--- src/rtl/cp0_if.sv ---
// Datapath <-> CP0 bus: MFC0/MTC0 access from ID, interrupt/ERET inputs and the PC redirect back.
interface cp0_if;
  logic        en;
  logic        ir_in;
  logic        ir_en;
  logic [31:0] ret_addr;
  logic        eret;
  logic        we;
  logic [4:0]  addr_w;
  logic [31:0] data_w;
  logic [4:0]  addr_r;
  logic [31:0] data_r;
  logic        jump_en;
  logic [31:0] jump_addr;
  logic        irq_taken;

  modport master (
    output en, ir_in, ir_en, ret_addr, eret, we, addr_w, data_w, addr_r,
    input  data_r, jump_en, jump_addr, irq_taken
  );

  modport slave (
    input  en, ir_in, ir_en, ret_addr, eret, we, addr_w, data_w, addr_r,
    output data_r, jump_en, jump_addr, irq_taken
  );
endinterface

--- src/rtl/cp0_unit.sv ---
// Coprocessor-0 for the 5-stage MIPS pipeline: Status/Cause/EPC/Count/Compare,
// external + timer interrupt detection, ERET, and PC redirect generation.
module cp0_unit #(
  parameter logic [31:0] HANDLER_ADDR = 32'h0000_000C
) (
  input  logic clk,
  input  logic rst,
  cp0_if.slave bus
);
  localparam logic [4:0] REG_COUNT   = 5'd9;
  localparam logic [4:0] REG_COMPARE = 5'd11;
  localparam logic [4:0] REG_STATUS  = 5'd12;
  localparam logic [4:0] REG_CAUSE   = 5'd13;
  localparam logic [4:0] REG_EPC     = 5'd14;

  logic        ir_q, ir_d;
  logic        ip_ext_q, ip_ext_d;
  logic        ip_tmr_q, ip_tmr_d;
  logic [31:0] count_q, count_d;
  logic [31:0] compare_q, compare_d;
  logic [31:0] epc_q, epc_d;
  logic        ie_q, ie_d;
  logic        exl_q, exl_d;
  logic [7:0]  im_q, im_d;

  logic        take;
  logic        eret_act;
  logic        wr_count, wr_compare, wr_status, wr_epc;
  logic [31:0] status_word, cause_word;

  assign status_word = {16'h0, im_q, 6'h0, exl_q, ie_q};
  assign cause_word  = {16'h0, ip_tmr_q, 4'h0, ip_ext_q, 10'h0};

  // IM bit 2 gates IP2 (external, Cause bit 10); IM bit 7 gates IP7 (timer, Cause bit 15).
  assign take = bus.en & bus.ir_en & ~bus.eret & ie_q & ~exl_q &
                ((ip_ext_q & im_q[2]) | (ip_tmr_q & im_q[7]));
  assign eret_act = bus.en & bus.eret;

  assign wr_count   = bus.en & bus.we & (bus.addr_w == REG_COUNT);
  assign wr_compare = bus.en & bus.we & (bus.addr_w == REG_COMPARE);
  assign wr_status  = bus.en & bus.we & (bus.addr_w == REG_STATUS);
  assign wr_epc     = bus.en & bus.we & (bus.addr_w == REG_EPC);

  always_comb begin
    ir_d      = bus.ir_in;
    ip_ext_d  = ip_ext_q | (bus.ir_in & ~ir_q);
    ip_tmr_d  = ip_tmr_q | (count_q == compare_q);
    count_d   = count_q + 32'd1;
    compare_d = compare_q;
    epc_d     = epc_q;
    ie_d      = ie_q;
    exl_d     = exl_q;
    im_d      = im_q;

    if (take) ip_ext_d = 1'b0;
    if (wr_count) count_d = bus.data_w;
    if (wr_compare) begin
      compare_d = bus.data_w;
      ip_tmr_d  = 1'b0;
    end
    if (wr_status) begin
      ie_d  = bus.data_w[0];
      exl_d = bus.data_w[1];
      im_d  = bus.data_w[15:8];
    end
    if (wr_epc) epc_d = bus.data_w;
    // Hardware interrupt entry overrides a same-cycle software write of EPC/EXL.
    if (take) begin
      epc_d = bus.ret_addr;
      exl_d = 1'b1;
    end else if (eret_act) begin
      exl_d = 1'b0;
    end
  end

  always_ff @(posedge clk) begin
    if (rst) begin
      ir_q      <= 1'b0;
      ip_ext_q  <= 1'b0;
      ip_tmr_q  <= 1'b0;
      count_q   <= 32'h0;
      compare_q <= 32'h0;
      epc_q     <= 32'h0;
      ie_q      <= 1'b0;
      exl_q     <= 1'b0;
      im_q      <= 8'h0;
    end else begin
      ir_q      <= ir_d;
      ip_ext_q  <= ip_ext_d;
      ip_tmr_q  <= ip_tmr_d;
      count_q   <= count_d;
      compare_q <= compare_d;
      epc_q     <= epc_d;
      ie_q      <= ie_d;
      exl_q     <= exl_d;
      im_q      <= im_d;
    end
  end

  always_comb begin
    bus.data_r    = 32'h0;
    bus.jump_en   = 1'b1;
    bus.jump_addr = epc_q;
    bus.irq_taken = 1'b0;
    if (rst) begin
      bus.jump_addr = 32'h0;
    end else begin
      case (bus.addr_r)
        REG_COUNT:   bus.data_r = count_q;
        REG_COMPARE: bus.data_r = compare_q;
        REG_STATUS:  bus.data_r = status_word;
        REG_CAUSE:   bus.data_r = cause_word;
        REG_EPC:     bus.data_r = epc_q;
        default:     bus.data_r = 32'h0;
      endcase
      if (take) begin
        bus.jump_en   = 1'b0;
        bus.jump_addr = HANDLER_ADDR;
        bus.irq_taken = 1'b1;
      end else if (eret_act) begin
        bus.jump_en = 1'b0;
      end
    end
  end
endmodule

--- src/flat_wrapper.sv ---
// flat-port wrapper written by rule: the top's interface ports become plain ports
module cp0_unit_flat 
#(
  parameter logic [31:0] HANDLER_ADDR = 32'h0000_000C
)
  (clk, rst, bus_en, bus_ir_in, bus_ir_en, bus_ret_addr, bus_eret, bus_we, bus_addr_w, bus_data_w, bus_addr_r, bus_data_r, bus_jump_en, bus_jump_addr, bus_irq_taken);
  cp0_if bus_i ();
  input  logic clk;
  input  logic rst;
  input wire logic [$bits(bus_i.en)-1:0] bus_en;
  input wire logic [$bits(bus_i.ir_in)-1:0] bus_ir_in;
  input wire logic [$bits(bus_i.ir_en)-1:0] bus_ir_en;
  input wire logic [$bits(bus_i.ret_addr)-1:0] bus_ret_addr;
  input wire logic [$bits(bus_i.eret)-1:0] bus_eret;
  input wire logic [$bits(bus_i.we)-1:0] bus_we;
  input wire logic [$bits(bus_i.addr_w)-1:0] bus_addr_w;
  input wire logic [$bits(bus_i.data_w)-1:0] bus_data_w;
  input wire logic [$bits(bus_i.addr_r)-1:0] bus_addr_r;
  output wire logic [$bits(bus_i.data_r)-1:0] bus_data_r;
  output wire logic [$bits(bus_i.jump_en)-1:0] bus_jump_en;
  output wire logic [$bits(bus_i.jump_addr)-1:0] bus_jump_addr;
  output wire logic [$bits(bus_i.irq_taken)-1:0] bus_irq_taken;
  assign bus_i.en = bus_en;
  assign bus_i.ir_in = bus_ir_in;
  assign bus_i.ir_en = bus_ir_en;
  assign bus_i.ret_addr = bus_ret_addr;
  assign bus_i.eret = bus_eret;
  assign bus_i.we = bus_we;
  assign bus_i.addr_w = bus_addr_w;
  assign bus_i.data_w = bus_data_w;
  assign bus_i.addr_r = bus_addr_r;
  assign bus_data_r = bus_i.data_r;
  assign bus_jump_en = bus_i.jump_en;
  assign bus_jump_addr = bus_i.jump_addr;
  assign bus_irq_taken = bus_i.irq_taken;
  cp0_unit #(.HANDLER_ADDR(HANDLER_ADDR)) u_core (.clk(clk), .rst(rst), .bus(bus_i));
endmodule
--- config.mk ---
export PLATFORM = sky130hd
export DESIGN_NAME = cp0_unit_flat
export DESIGN_NICKNAME = d
export VERILOG_FILES = /design/src/rtl/cp0_if.sv /design/src/rtl/cp0_unit.sv /design/src/flat_wrapper.sv
export SDC_FILE = /design/constraint.sdc
export NUM_CORES = 1
export LEC_CHECK = 0
export BUFFER_PORTS_ARGS = -buffer_cell sky130_fd_sc_hd__buf_2
export CAP_MARGIN = 5
export CORE_ASPECT_RATIO = 1.4
export CORE_MARGIN = 3
export CORE_UTILIZATION = 45
export CTS_CLUSTER_DIAMETER = 80
export DETAILED_ROUTE_END_ITERATION = 6
export PLACE_DENSITY = 0.69
export REMOVE_ABC_BUFFERS = 1
export SLEW_MARGIN = 20
export SYNTH_ARGS = -nofsm -noshare
export SYNTH_HDL_FRONTEND = slang
export SYNTH_SLANG_ARGS = --single-unit
export TNS_END_PERCENT = 5
--- constraint.sdc ---
create_clock -name clk -period 2.5 [get_ports clk]
set_clock_uncertainty 0.2 [all_clocks]
set_input_delay 0.25 -clock clk [delete_from_list [all_inputs] [get_ports clk]]
set_output_delay 0.25 -clock clk [all_outputs]
set_load 0.01 [all_outputs]
==> impl_results.md, run 1 <==
- Flops & latches, synth: 109
- Clock Root Buffer: clkbuf_16
- Layout cell share with drive strength beyond 1: 24.7%
- First-pass GRT wire length: 29900 um
- Clock transition at path regs: 0.07 ns
- Largest net degree at the start of global routing: 95
- Diode count: 0
- Storage cell area: 2190 sq um
- Max frequency: 423 MHz
- Slew Limit Fails: 0
- Antenna violations before repair: 0
- Clock buffer depth: 2
- Core area: 13500 sq um
- Rel. slew slack: 61.1%
- Worst Path Arrival: 1.91 ns
- Skew-Pair Late Insertion Delay: 0.34 ns
- Vias in the first global route: 5986
- Slew at the pin closest to its max-slew limit: 0.579 ns
- Synth Instances: 762
- Register area share after synthesis: 35.0%
- Crit Path Class: register to output pin
- Crit Reg-Reg Startpoint: u_core.count_q[0]$_SDFF_PP0_
- Maxcap violations: 0
- Clk sink count: 109
- Postcts setup bufs: 0
- Grt ovf: 0
- GRT Total Usage: 23.6%
- Antenna Nets Post-Route: 0
- Pwr Density: 447 nW/um^2
- Crit-path max FO: 16
- Avg WL per Cell: 16.3 um
- RSZ-0062 raised after global routing: false
- FF-to-FF setup slack: 0.28 ns
- Final worst-path cycle share: 94.6%
- Fin nets: 1013
- Critical Path Source: u_core.ip_ext_q$_SDFF_PP0_
- Routed wire length: 18200 um
- Async SR Flop Fraction: 0%
- First-pass DRT Iterations: 4
- HPWL Detailed: 12200 um
- # rows: 50
- Inst Count DP: 1039
- WHS: 0.0114 ns
- Top-area cell type share of the netlist area: 35.0%
- Leak pwr: 3.16 nW
- Status: finished, final reports clean
- CP Data Required Time: 2.05 ns
- Initial Util: 46.4%
- Ys flop type: dfxtp_1
- Main area contributors after synthesis: dfxtp_1 35%, a211oi_1 7.2%, mux2i_1 7.2%, nor2_1 6.3%, mux2_2 6.0%
- Final min period: 2.36 ns
- Final Wtd Congestion: 0.846
- # port buffers: 146
- CP startpoint kind: register
- Chip width: 105 um
- IO Count: 147
- Max rail drop VDD: 0.278 mV
- Final Hold Violating Endpoints: 0
- Register-to-Register Path Depth: 6
- Residual DRC count: 0
- CTS tree: built
- Worst setup EP type: output pin
- Die height: 145 um
- Initial drt markers: 322
- Synth-to-layout area growth: 29.5%
- Synth warnings: 0
- Fin cells: 1116
- Crit path to: bus_jump_addr[12]
- Vias post-DR: 5979
- Hold Path Class: primary input to register
- Vias per inst: 5.36
- FILL cells: 1218
- Syn Area/Cell: 8.18 sq um
- Die footprint: 15300 sq um
- H-tree levels: 3
- R2R Path End: u_core.count_q[28]$_SDFF_PP0_
- Leading area contributor after synthesis: dfxtp_1
- Distinct cell type count after synthesis: 45
- EDFF count, synth: 0
- CTS Buf Count: 9
- Cell Area, Synth: 6230 sq um
- Multi-input gate area: 3760 sq um
- Endpoints failing setup: 0
[per-stage QoR]
step / cell area [sq um] / power [mW] / setup WS (ns) / TNS, ns / utilization [%]
2_1_floorplan: 5930 / 1.91 / -0.721 / -45.09 / -
3_3_place_gp: 7110 / 2.10 / 0.278 / 0 / 52.9
3_5_place_dp: 7110 / 2.10 / 0.254 / 0 / 52.9
4_1_cts: 8060 / 3.63 / -0.0164 / -0.0414 / 59.9
5_1_grt: 8070 / 3.74 / 0.0835 / 0 / 60.0
6_report: 8070 / 3.61 / 0.136 / 0 / 60.0
[worst max-delay path, stage by stage, from the launching register on]
cell and delay [ns]:
dfxtp_2 0.34, a22oi_1 0.09, or4_4 0.51, nor2b_4 0.16, buf_6 0.15, and2_1 0.17, buf_2 0.14
[placed cells by master, fill, tap and decap left out, drive strengths merged, types with 3 or more instances in the layout]
cell         count
buf            168
dfxtp          109
nor2           104
nand2           86
dlygate4sd3     63
a211oi          60
mux2i           45
a21oi           44
xnor2           40
mux2            33
and2            33
a22oi           31
nand4           20
xor2            19
clkbuf          13
nand3           12
and3             6
nor2b            5
and4             5
nor3             5
nor4             4
inv              3
o21ai            3
or3              3
nand4b           3
[how the worst min path moves through the flow]
stage	endpoint	slack, ns	startpoint	depth (start not counted)
after floorplan	u_core.compare_q[0]$_SDFFE_PP0P_	0.12	rst	1
after global placement	u_core.compare_q[17]$_SDFFE_PP0P_	0.27	u_core.compare_q[17]$_SDFFE_PP0P_	2
after detailed placement	u_core.compare_q[16]$_SDFFE_PP0P_	0.27	u_core.compare_q[16]$_SDFFE_PP0P_	2
after CTS	u_core.exl_q$_SDFFE_PP0P_	0.005	bus_eret	4
after global routing	u_core.im_q[7]$_SDFFE_PP0P_	0.02	rst	2
final	u_core.epc_q[30]$_SDFFE_PP0P_	0.01	bus_ret_addr[30]	3
[flip-flops by register name, summed over array words and instances, names as in the netlist]
register,count
u_core.ie_q,1
u_core.im_q,8
u_core.compare_q,32
u_core.ip_ext_q,1
u_core.epc_q,32
u_core.ip_tmr_q,1
u_core.ir_q,1
u_core.exl_q,1
u_core.count_q,32
[where the power goes]
part / internal (mW) / switching [mW] / total [mW]
registers: 1.76 / 0.0243 / 1.78
logic: 0.185 / 0.175 / 0.360
clock network: 0.850 / 0.619 / 1.47
total: 2.79 / 0.819 / 3.61
[cell families (layout without fill, tap and decap cells)]
kind of cell	Yosys count	count (layout)	share of synthesized area, %
AO/OA/AOI/OAI	146	146	15.7
XOR/XNOR	59	59	8.29
adder cells (fa/ha/maj)	1	1	0.201
buffers and inverters	76	248	5.06
AND/OR/NAND/NOR	293	293	22.5
flip-flops	109	109	35.0
multiplexers	78	78	13.2
[timing repair]
item	4_1_cts	5_1_grt
hold buffers	63	0
pin swaps	0	0
gates cloned	0	0
hold endpoints to repair	70	0
gates resized for setup	8	4
setup endpoints to repair	34	34
[synthesized netlist by cell type, types with 2 or more instances]
cell type and n:
dfxtp_1 109, nor2_1 104, nand2_1 86, a211oi_1 60, clkbuf_1 52, mux2i_1 45
a21oi_1 44, xnor2_1 40, mux2_2 33, and2_1 32, a22oi_1 31, nand4_1 20
xor2_1 19, buf_2 15, nand3_1 11, nor2b_1 5, and3_1 4, and4_1 4
nor3_1 4, clkbuf_2 3, inv_1 3, nand4b_1 3, nor4_1 3, o21ai_0 3
or3_1 3, a221oi_1 2, a311oi_1 2, and3_2 2, and4b_1 2, buf_1 2
nand2b_1 2
[layer usage]
| layer | wire length, um | global-route usage [%] | vias to the layer above |
|---|---|---|---|
| met5 | 0 | 0 | - |
| met4 | 305 | 6.57 | 0 |
| met3 | 606 | 2.63 | 22 |
| met2 | 9460 | 42.8 | 145 |
| met1 | 7870 | 29.2 | 2810 |
| li1 | - | - | 3002 |
[area by class of cell]
class                           instances  area share [%]
Inverter                                3           0.139
Sequential cell                       109            27.1
Timing Repair Buffer                  231            19.7
Multi-Input combinational cell        577            46.6
Clock buffer                           13            3.35
Clock inverter                          1           0.372
Tap cell                              182            2.82
Note: power is estimated with default switching activity, not from simulation.
==> run 2: changes to the inputs <==
Settings changed: CORE_ASPECT_RATIO 1.4 to not set, CTS_CLUSTER_DIAMETER 80 to not set.
==> impl_results.md, run 2 (synthesized netlist as in run 1, its figures left out) <==
- DP Worst Slack: 0.288 ns (+0.0342 ns)
- Pwr Density: 437 nW/um^2 (-2.3%)
- Vias per inst: 5.30 (-1.0%)
- First-pass DRT Iterations: 4 (unchanged)
- Initial Util: 46.5% (+0.17 points)
- Final Wtd Congestion: 0.838 (-0.93%)
- # rows: 42 (-16%)
- CTS Buf Count: 9 (unchanged)
- Commonest non-fill, non-tap cells in the layout: 145 x buf_2, 106 x dfxtp_1, 104 x nor2_1
- Routed wire length: 17700 um (-2.9%)
- Sequential share of power: 50.6% (+1.3 points)
- Die height: 124 um (-15%)
- # port buffers: 146 (unchanged)
- Largest regs: u_core.compare_q: 32 flops, u_core.count_q: 32 flops, u_core.epc_q: 32 flops
- Die footprint: 15300 sq um (-0.13%)
- Fin nets: 1015 (+0.20%)
- Slew Limit Fails: 0 (unchanged)
- HPWL Detailed: 11600 um (-5.1%)
- Sw Ratio: 24.1% (+1.5 points)
- Synth-to-layout area growth: 29.3%
- CTS tree: built
- Top delay family on crit path: simple AND/OR/NAND/NOR gates
- Antenna violations before repair: 0 (unchanged)
- Antenna Nets Post-Route: 0 (unchanged)
- Endpoints failing setup: 0 (unchanged)
- Avg WL per Cell: 15.9 um (-2.7%)
- Crit Path Class: register to output pin
- Max frequency: 423 MHz (about the same)
- Worst Path Arrival: 1.91 ns (about the same)
- Initial drt markers: 281 (-13%)
- Gate power share: 10.1% (about the same)
- Clock Root Buffer: clkbuf_16
- IO Count: 147 (unchanged)
- Util after Layout: 60.2% (+0.15 points)
- Buffers & Inverters on Critical Path: 2 (unchanged)
- Skew-Pair Late Insertion Delay: 0.35 ns (about the same)
- FF-to-FF setup slack: 0.35 ns (+0.07 ns)
- Slew at the pin closest to its max-slew limit: 0.576 ns (-0.00268 ns)
- GRT Total Usage: 23.3% (-0.37 points)
- First-pass GRT wire length: 28300 um (-5.2%)
- Hold Path Class: primary input to register
- Met1 Use GR: 31.0% (+1.8 points)
- Crit-path max FO: 17 (+1)
- Final min period: 2.36 ns (-0.000710 ns)
- Largest net degree at the start of global routing: 114 (+20%)
- Grt ovf: 0 (unchanged)
- Cell Chain, Critical Path: a22oi_1 -> or4_4 -> nor2b_4 -> buf_6 -> and2_1 -> buf_2
- Leak pwr: 3.16 nW (about the same)
- Clk sink count: 109 (unchanged)
- CP startpoint kind: register
- P_int: 2.67 mW (-4.3%)
- Clock network power share: 39.3% (-1.4 points)
- M2 GR Usage: 39.7% (-3.1 points)
- Max rail drop VDD: 0.396 mV (+42%)
- Residual DRC count: 0 (unchanged)
- Core area: 13400 sq um (-0.37%)
- Status: finished, final reports clean
- Worst setup margin: 0.137 ns (+0.000710 ns)
- Diode count: 0 (unchanged)
- Layout cell share with drive strength beyond 1: 25.2% (+0.43 points)
- H-tree levels: 3 (unchanged)
- Most common cell after layout, fill and taps aside: buf_2
- Maxcap violations: 0 (unchanged)
- Clock buffer depth: 2 (unchanged)
- Crit-path slowest cell: or4_4
- Worst setup EP type: output pin
- Vias in the first global route: 5688 (-5.0%)
- Vias post-DR: 5906 (-1.2%)
- Setup TNS: 0 ns (unchanged)
- Rel. slew slack: 61.6% (+0.50 points)
- Chip width: 124 um (+17%)
- Clock transition at path regs: 0.07 ns (about the same)
- Final Hold Violating Endpoints: 0 (unchanged)
- Slowest Stage Delay on Critical Path: 0.51 ns (about the same)
- CP Data Required Time: 2.05 ns (about the same)
- Postcts setup bufs: 0 (unchanged)
- Grt peak-use layer: met2
- Final worst-path cycle share: 94.5% (about the same)
- M3 GR Usage: 4.22% (+1.6 points)
- Net Switching: 0.850 mW (+3.8%)
- RSZ-0062 raised after global routing: false
run 2: cell types whose count changed in the layout (fill, tap and decap cells not counted), sizes merged:
cell / previous run / this run
buf: 168 / 171
clkbuf: 13 / 11
clkinv: 0 / 2
clkinvlp: 0 / 2
bufinv: 1 / 0
dlygate4sd3: 63 / 62
inv: 3 / 4
run 2: final timing paths:
path,start,endpoint,depth (start not counted)
setup / recovery,u_core.ip_tmr_q$_SDFF_PP0_,bus_jump_addr[22],6
hold / removal,bus_ret_addr[2],u_core.epc_q[2]$_SDFFE_PP0P_,3
setup reg to reg,u_core.count_q[10]$_SDFF_PP0_,u_core.count_q[31]$_SDFF_PP0_,5
hold reg to reg,u_core.ip_ext_q$_SDFF_PP0_,u_core.ip_ext_q$_SDFF_PP0_,1
run 2: layout make-up:
class,count,area [sq um]
well taps,176,220
flip-flops and latches,109,2190
fillers,1218,5340
clock buffers,11,253
inverters,3,11.3
multi-input cells,577,3760
clock inverters,5,33.8
repair buffers,233,1600
run 2: metrics by stage:
step	instance area, sq um	cells	hold WS, ns	total power [mW]
floorplan	5930	689	0.119	1.91
global placement	7120	1036	0.267	2.10
detailed placement	7120	1036	0.272	2.10
CTS	8050	1114	0.00301	3.53
global route	8060	1114	0.00130	3.64
finish	8060	1114	0.00505	3.52
run 2: tightest hold or removal path, stage by stage:
cell and delay, ns:
buf_2 0.10, nor2_1 0.10, a211oi_1 0.05
run 2: power by group through the flow:
stage	Sequential (mW)	Clock [mW]	Combinational, mW
after detailed placement	1.82	0	0.275
after global placement	1.82	0	0.276
final	1.78	1.39	0.356
after CTS	1.78	1.40	0.353
after floorplan	1.81	0	0.0988
after global routing	1.78	1.47	0.388
run 2: layer usage:
metal  wire [um]  vias up  part of all wire [%]
li1            -     3009                     -
met2        8480      126                    48
met4         162        0                  0.91
met1        8240     2760                    46
met5           0        -                     0
met3         844       11                   4.8
run 2: what timing repair did:
item | CTS | global route
hold buffers | 62 | 0
resized for setup | 7 | 4
pin swaps | 0 | 0
cloned | 0 | 0
hold endpoints to repair | 63 | 0
endpoints found under the setup margin | 34 | 34
